### src/rtl/fg_dac_spi_tx_if.sv
// Sample, status and SPI pins of the DAC output stage, bundled as one port.
// The slave side is the DAC transmitter. The master side is whoever drives
// the sample strobe and watches the pins.
interface fg_dac_spi_tx_if #(
  parameter int BITWIDTH = 16
) ();
  logic                       strobe_i;
  logic signed [BITWIDTH-1:0] data_i;
  logic                       clr_overrun_i;
  logic                       busy_o;
  logic                       done_o;
  logic                       overrun_o;
  logic                       sclk_o;
  logic                       cs_n_o;
  logic                       mosi_o;

  modport slave (
    input  strobe_i, data_i, clr_overrun_i,
    output busy_o, done_o, overrun_o, sclk_o, cs_n_o, mosi_o
  );

  modport master (
    output strobe_i, data_i, clr_overrun_i,
    input  busy_o, done_o, overrun_o, sclk_o, cs_n_o, mosi_o
  );
endinterface

### src/rtl/fg_dac_spi_tx.sv
// SPI mode-0 transmitter for the function generator DAC. It captures one signed
// sample per strobe, can flip the MSB to produce offset-binary, and shifts the
// word out MSB first. Each bit gets CLK_DIV cycles with SCLK low and then
// CLK_DIV cycles with SCLK high. After the last bit, CS stays high for CLK_DIV
// cycles. All pin outputs come straight from flops.
module fg_dac_spi_tx #(
  parameter int BITWIDTH      = 16,
  parameter int CLK_DIV       = 2,
  parameter bit OFFSET_BINARY = 1'b1
) (
  input logic              clk_i,
  input logic              nrst_i,
  fg_dac_spi_tx_if.slave   bus
);

  localparam int DW = (CLK_DIV > 1) ? $clog2(CLK_DIV) : 1;
  localparam int CW = $clog2(BITWIDTH);
  localparam logic [DW-1:0] DIV_LAST = DW'(CLK_DIV - 1);
  localparam logic [CW-1:0] BIT_LAST = CW'(BITWIDTH - 1);

  typedef enum logic [1:0] {IDLE, LOW, HIGH, GAP} state_t;

  state_t              state_q, state_d;
  logic [BITWIDTH-1:0] shreg_q, shreg_d;
  logic [CW-1:0]       bit_cnt_q, bit_cnt_d;
  logic [DW-1:0]       div_q, div_d;
  logic                sclk_q, sclk_d;
  logic                cs_n_q, cs_n_d;
  logic                mosi_q, mosi_d;
  logic                busy_q, busy_d;
  logic                done_q, done_d;
  logic                overrun_q, overrun_d;

  logic [BITWIDTH-1:0] load_word;
  logic                div_last;

  // Word as it goes on the wire. Flipping only the MSB turns two's
  // complement into offset-binary without any other arithmetic.
  assign load_word = OFFSET_BINARY ? {~bus.data_i[BITWIDTH-1], bus.data_i[BITWIDTH-2:0]}
                                   : bus.data_i;
  assign div_last  = (div_q == DIV_LAST);

  // State and output registers; cs_n returns high as soon as reset asserts
  always_ff @(posedge clk_i or negedge nrst_i) begin
    if (!nrst_i) begin
      state_q   <= IDLE;
      shreg_q   <= '0;
      bit_cnt_q <= '0;
      div_q     <= '0;
      sclk_q    <= 1'b0;
      cs_n_q    <= 1'b1;
      mosi_q    <= 1'b0;
      busy_q    <= 1'b0;
      done_q    <= 1'b0;
      overrun_q <= 1'b0;
    end else begin
      state_q   <= state_d;
      shreg_q   <= shreg_d;
      bit_cnt_q <= bit_cnt_d;
      div_q     <= div_d;
      sclk_q    <= sclk_d;
      cs_n_q    <= cs_n_d;
      mosi_q    <= mosi_d;
      busy_q    <= busy_d;
      done_q    <= done_d;
      overrun_q <= overrun_d;
    end
  end

  // Next-state logic. Each phase runs for CLK_DIV cycles, counted by div_q.
  always_comb begin
    state_d   = state_q;
    shreg_d   = shreg_q;
    bit_cnt_d = bit_cnt_q;
    div_d     = div_q;
    sclk_d    = sclk_q;
    cs_n_d    = cs_n_q;
    mosi_d    = mosi_q;
    busy_d    = busy_q;
    done_d    = 1'b0;
    overrun_d = overrun_q;

    // A dropped strobe takes priority over a clear in the same cycle
    if (bus.strobe_i && (state_q != IDLE)) begin
      overrun_d = 1'b1;
    end else if (bus.clr_overrun_i) begin
      overrun_d = 1'b0;
    end

    case (state_q)
      IDLE: begin
        if (bus.strobe_i) begin
          shreg_d   = load_word;
          bit_cnt_d = '0;
          div_d     = '0;
          sclk_d    = 1'b0;
          cs_n_d    = 1'b0;
          mosi_d    = load_word[BITWIDTH-1];
          busy_d    = 1'b1;
          state_d   = LOW;
        end
      end
      LOW: begin
        if (div_last) begin
          div_d   = '0;
          sclk_d  = 1'b1;
          state_d = HIGH;
        end else begin
          div_d = div_q + DW'(1);
        end
      end
      HIGH: begin
        if (div_last) begin
          div_d  = '0;
          sclk_d = 1'b0;
          if (bit_cnt_q != BIT_LAST) begin
            // Next bit changes together with the SCLK falling edge
            shreg_d   = shreg_q << 1;
            mosi_d    = shreg_q[BITWIDTH-2];
            bit_cnt_d = bit_cnt_q + CW'(1);
            state_d   = LOW;
          end else begin
            cs_n_d  = 1'b1;
            mosi_d  = 1'b0;
            state_d = GAP;
          end
        end else begin
          div_d = div_q + DW'(1);
        end
      end
      GAP: begin
        if (div_last) begin
          div_d     = '0;
          shreg_d   = '0;
          bit_cnt_d = '0;
          busy_d    = 1'b0;
          done_d    = 1'b1;
          state_d   = IDLE;
        end else begin
          div_d = div_q + DW'(1);
        end
      end
      default: begin
        state_d = IDLE;
      end
    endcase
  end

  assign bus.busy_o    = busy_q;
  assign bus.done_o    = done_q;
  assign bus.overrun_o = overrun_q;
  assign bus.sclk_o    = sclk_q;
  assign bus.cs_n_o    = cs_n_q;
  assign bus.mosi_o    = mosi_q;

endmodule

### src/flat_wrapper.sv
// flat-port wrapper written by rule: the top's interface ports become plain ports
module fg_dac_spi_tx_flat 
#(
  parameter int BITWIDTH      = 16,
  parameter int CLK_DIV       = 2,
  parameter bit OFFSET_BINARY = 1'b1
)
  (clk_i, nrst_i, bus_strobe_i, bus_data_i, bus_clr_overrun_i, bus_busy_o, bus_done_o, bus_overrun_o, bus_sclk_o, bus_cs_n_o, bus_mosi_o);
  fg_dac_spi_tx_if #(.BITWIDTH(BITWIDTH)) bus_i ();
  input logic clk_i;
  input logic nrst_i;
  input wire logic [$bits(bus_i.strobe_i)-1:0] bus_strobe_i;
  input wire logic [$bits(bus_i.data_i)-1:0] bus_data_i;
  input wire logic [$bits(bus_i.clr_overrun_i)-1:0] bus_clr_overrun_i;
  output wire logic [$bits(bus_i.busy_o)-1:0] bus_busy_o;
  output wire logic [$bits(bus_i.done_o)-1:0] bus_done_o;
  output wire logic [$bits(bus_i.overrun_o)-1:0] bus_overrun_o;
  output wire logic [$bits(bus_i.sclk_o)-1:0] bus_sclk_o;
  output wire logic [$bits(bus_i.cs_n_o)-1:0] bus_cs_n_o;
  output wire logic [$bits(bus_i.mosi_o)-1:0] bus_mosi_o;
  assign bus_i.strobe_i = bus_strobe_i;
  assign bus_i.data_i = bus_data_i;
  assign bus_i.clr_overrun_i = bus_clr_overrun_i;
  assign bus_busy_o = bus_i.busy_o;
  assign bus_done_o = bus_i.done_o;
  assign bus_overrun_o = bus_i.overrun_o;
  assign bus_sclk_o = bus_i.sclk_o;
  assign bus_cs_n_o = bus_i.cs_n_o;
  assign bus_mosi_o = bus_i.mosi_o;
  fg_dac_spi_tx #(.BITWIDTH(BITWIDTH), .CLK_DIV(CLK_DIV), .OFFSET_BINARY(OFFSET_BINARY)) u_core (.clk_i(clk_i), .nrst_i(nrst_i), .bus(bus_i));
endmodule
### config.mk
export PLATFORM = sky130hd
export DESIGN_NAME = fg_dac_spi_tx_flat
export DESIGN_NICKNAME = d
export VERILOG_FILES = /design/src/rtl/fg_dac_spi_tx_if.sv /design/src/rtl/fg_dac_spi_tx.sv /design/src/flat_wrapper.sv
export SDC_FILE = /design/constraint.sdc
export NUM_CORES = 1
export LEC_CHECK = 0
export BUFFER_PORTS_ARGS = -buffer_cell sky130_fd_sc_hd__buf_2
export CAP_MARGIN = 20
export CORE_MARGIN = 2
export CORE_UTILIZATION = 50
export CTS_CLUSTER_DIAMETER = 150
export CTS_CLUSTER_SIZE = 8
export DETAILED_ROUTE_END_ITERATION = 7
export PLACE_DENSITY = 0.72
export SLEW_MARGIN = 5
export SYNTH_ARGS = -nofsm -noshare
export SYNTH_HDL_FRONTEND = slang
export SYNTH_SLANG_ARGS = --single-unit
### constraint.sdc
create_clock -name clk_i -period 3.6 [get_ports clk_i]
set_input_delay 0.36 -clock clk_i [delete_from_list [all_inputs] [get_ports clk_i]]
set_output_delay 0.36 -clock clk_i [all_outputs]
set_load 0.02 [all_outputs]
==> impl_metrics.xml <==
<?xml version="1.0" encoding="UTF-8"?>
<metrics>
  <group name="run_status">
    <metric name="status" unit="">finished, final reports clean</metric>
  </group>
  <group name="global_route">
    <metric name="groute.layer.met2.usage" unit="%">27.6</metric>
    <metric name="grt_max_degree" unit="">32</metric>
    <metric name="gr-usage-all-layers" unit="%">16.8</metric>
    <metric name="grt_overflow" unit="">0</metric>
    <metric name="gr-max-usage-layer" unit="">met2</metric>
    <metric name="antenna_found_initial" unit="">0</metric>
    <metric name="grt_first_pass_wirelength" unit="um">4440</metric>
    <metric name="grt_util_met1" unit="%">23.0</metric>
    <metric name="first_global_vias" unit="">1034</metric>
    <metric name="grt_util_met3" unit="%">2.27</metric>
  </group>
  <group name="routing">
    <metric name="detail_route.iter0.violations" unit="">15</metric>
    <metric name="vias" unit="">1025</metric>
    <metric name="drt-pass1-iter-count" unit="">4</metric>
    <metric name="detail-route-antenna-nets" unit="">0</metric>
    <metric name="routed_via_density" unit="">5.23</metric>
    <metric name="drc" unit="">0</metric>
    <metric name="detail_route.wl_per_cell" unit="um">12.4</metric>
    <metric name="totalWireLength" unit="um">2440</metric>
  </group>
  <group name="floorplan">
    <metric name="top_level_ports" unit="">26</metric>
    <metric name="placement_rows" unit="">19</metric>
    <metric name="die_y" unit="um">57.5</metric>
    <metric name="die_area" unit="sq um">3310</metric>
    <metric name="core" unit="sq um">2730</metric>
    <metric name="initial_utilization" unit="%">52.4</metric>
    <metric name="die_w" unit="um">57.5</metric>
  </group>
  <group name="hold_path">
    <metric name="hold_class" unit="">primary input to asynchronous set/reset pin</metric>
  </group>
  <group name="sta">
    <metric name="period_share" unit="%">62.3</metric>
    <metric name="period_minus_slack" unit="ns">2.24</metric>
    <metric name="final_hold_viol_count" unit="">0</metric>
    <metric name="setup_repair_after_global_routing_missed_its_margin" unit="">no</metric>
    <metric name="final_worst_clock_skew" unit="ns">0.00220</metric>
    <metric name="fmax" unit="GHz">0.446</metric>
    <metric name="maxSlewHeadroom" unit="%">42.5</metric>
    <metric name="count_of_final_setup_violators" unit="">0</metric>
    <metric name="maxSlewViolCount" unit="">0</metric>
    <metric name="max_slew.worst_pin.slew" unit="ns">0.863</metric>
    <metric name="setup_tns" unit="ns">0</metric>
  </group>
  <group name="cts">
    <metric name="max-clock-path-buffers" unit="">2</metric>
    <metric name="htree_num_levels" unit="">1</metric>
    <metric name="cts_inserted_buffers" unit="">3</metric>
    <metric name="cts.hold.buffers_added" unit="">0</metric>
    <metric name="tritoncts" unit="">yes</metric>
    <metric name="clock_insertion_delay_at_the_later_pin_of_the_skew_report" unit="ns">0.31</metric>
    <metric name="cts.repair.resized" unit="">0</metric>
    <metric name="post_cts.repair.setup_buffers" unit="">0</metric>
    <metric name="path_clk_slew" unit="ns">0.14</metric>
    <metric name="cts_root_buffer" unit="">clkbuf_4</metric>
    <metric name="tritoncts_num_sinks" unit="">28</metric>
  </group>
  <group name="finish">
    <metric name="antenna-diode-count" unit="">0</metric>
    <metric name="final.fill_count" unit="">242</metric>
    <metric name="final_core_utilization" unit="%">57.7</metric>
    <metric name="flow.area_growth_from_synthesis" unit="%">10.1</metric>
    <metric name="share_of_final_layout_standard_cells_stronger_than_drive_strength_1" unit="%">21.8</metric>
    <metric name="final_cell_mix" unit="">dfrtp_1 (27), buf_2 (25), inv_1 (19)</metric>
    <metric name="design.final.nets" unit="">187</metric>
    <metric name="layout_commonest_cell" unit="">dfrtp_1</metric>
  </group>
  <group name="run">
    <metric name="max_cap_check_violation_count" unit="">0</metric>
  </group>
  <group name="pwr">
    <metric name="power.density" unit="nW/um^2">786</metric>
    <metric name="total_leakage_power" unit="nW">0.777</metric>
    <metric name="peak_supply_drop" unit="uV">426</metric>
  </group>
  <group name="synth">
    <metric name="postSynthRegisterBits" unit="">28</metric>
    <metric name="synthCells" unit="">143</metric>
    <metric name="synthDistinctLibCells" unit="">30</metric>
    <metric name="yosysWarnings" unit="">0</metric>
    <metric name="mappedNetlistArea" unit="sq um">1430</metric>
    <metric name="fraction_of_the_yosys_area_taken_by_sequential_cells" unit="%">49.0</metric>
    <metric name="post_synth.cell_area_avg" unit="sq um">10.0</metric>
    <metric name="synth_nets" unit="">164</metric>
  </group>
  <group name="critical_path">
    <metric name="timing.critical_path.slowest_cell_delay" unit="ns">0.72</metric>
    <metric name="ws_path_type" unit="">register to register</metric>
    <metric name="crit_required" unit="ns">3.81</metric>
    <metric name="timing.critical_path.to_type" unit="">register</metric>
    <metric name="crit_slowest_cell" unit="">dfrtp_1</metric>
    <metric name="timing.critical_path.arrival" unit="ns">2.45</metric>
    <metric name="worst_path_fanout_max" unit="">31</metric>
    <metric name="cell_breakdown_of_the_critical_path" unit="">or3b_1 -&gt; a22oi_2 -&gt; buf_4 -&gt; mux2_2</metric>
    <metric name="crit_path_start_kind" unit="">register</metric>
  </group>
  <group name="place">
    <metric name="dp_hpwl" unit="um">1750</metric>
    <metric name="port_buffers" unit="">25</metric>
    <metric name="place_congestion" unit="">0.757</metric>
  </group>
</metrics>
[kinds of logic after synthesis]
group	share of synthesized area (%)
adders and majority gates	0.873
muxes	14.3
AOI/OAI and AO/OA	12.5
DFF	49.0
and+or+nand+nor	14.1
buffers and inverters	9.17
[cells in the mapped netlist]
cell | instances | share of area (%)
mux2i_1 | 16 | 11
nand3b_1 | 1 | 0.52
mux2_2 | 4 | 3.1
dfrtp_1 | 27 | 47
a31oi_1 | 1 | 0.44
buf_6 | 1 | 0.79
nand2_1 | 6 | 1.6
nor2b_1 | 16 | 7.0
a21oi_1 | 16 | 5.6
a21boi_0 | 1 | 0.52
buf_1 | 1 | 0.26
or3b_1 | 1 | 0.61
nand2b_1 | 2 | 0.87
o31ai_1 | 1 | 0.52
a22oi_2 | 1 | 0.87
buf_2 | 2 | 0.70
and3_1 | 2 | 0.87
and3b_1 | 1 | 0.61
inv_1 | 19 | 5.0
ha_1 | 1 | 0.87
clkbuf_1 | 4 | 1.0
or2b_1 | 1 | 0.52
o21ai_0 | 5 | 1.7
o22ai_1 | 4 | 1.7
nand3_1 | 3 | 1.0
nor2_1 | 2 | 0.52
a22oi_1 | 1 | 0.52
buf_12 | 1 | 1.4
dfstp_2 | 1 | 1.8
o21bai_1 | 1 | 0.52
[metal layers]
metal	wire (um)	up-vias
met3	76	2
met5	0	-
met2	1210	16
met1	1140	488
li1	-	519
met4	13	0
[state kept, by name, indices dropped and copies added (netlist names)]
register and cells:
u_core.bus.done_o 1, u_core.bus.busy_o 1, u_core.bus.cs_n_o 1, u_core.bus.sclk_o 1
u_core.bus.overrun_o 1, u_core.div_last 1, u_core.bus.mosi_o 1, u_core.shreg_q 15
u_core.state_q 2, u_core.bit_cnt_q 4
[per-stage QoR]
stage | hold slack, ns | power, mW | instances | cell area (sq um) | setup slack [ns]
floorplan | 0.0644 | 1.03 | 143 | 1430 | 2.02
global placement | 0.403 | 1.10 | 192 | 1550 | 1.42
detailed placement | 0.406 | 1.13 | 192 | 1550 | 1.37
CTS | 0.0428 | 1.26 | 196 | 1580 | 1.35
global route | 0.0588 | 1.36 | 196 | 1580 | 1.20
finish | 0.0348 | 1.24 | 196 | 1580 | 1.36
[final timing paths]
check | from | end | slack, ns | depth (start not counted)
worst max-delay path | u_core.state_q[1] | u_core.shreg_q[2] | 1.36 | 4
worst min-delay path | nrst_i | u_core.bit_cnt_q[3] | 0.03 | 1
worst max register to register | u_core.state_q[1] | u_core.shreg_q[2] | 1.36 | 4
worst min register to register | u_core.bus.cs_n_o | u_core.bus.cs_n_o | 0.52 | 2
max in group asynchronous | nrst_i | u_core.shreg_q[7] | 3.17 | 1
min in group clk_i | bus_clr_overrun_i | u_core.bus.overrun_o | 0.22 | 2
[critical path, delay by kind of cell, from the launching register on]
kind	cells	cell delay (ns)
AO/OA/AOI/OAI	1	0.19
multiplexers	1	0.37
buffers and inverters	1	0.31
AND/OR/NAND/NOR	1	0.54
flip-flops	1	0.72
[report_power, final]
| part | internal, mW | switching [mW] | total [mW] | leakage [nW] |
|---|---|---|---|---|
| Sequential | 0.446 | 0.142 | 0.588 | 0.347 |
| Combinational | 0.254 | 0.273 | 0.527 | 0.415 |
| Clock | 0.0432 | 0.0823 | 0.126 | 0.0150 |
| Total | 0.743 | 0.497 | 1.24 | 0.777 |
[final cells by class]
class | instances | area [sq um] | share of cell area (%)
Clock buffer | 4 | 26.3 | 1.67
Sequential cell | 28 | 702 | 44.5
Multi-Input combinational cell | 87 | 599 | 38.0
Inverter | 19 | 71.3 | 4.52
Timing Repair Buffer | 27 | 140 | 8.88
Tap cell | 31 | 38.8 | 2.46
Power figures use the tool's default switching activity.
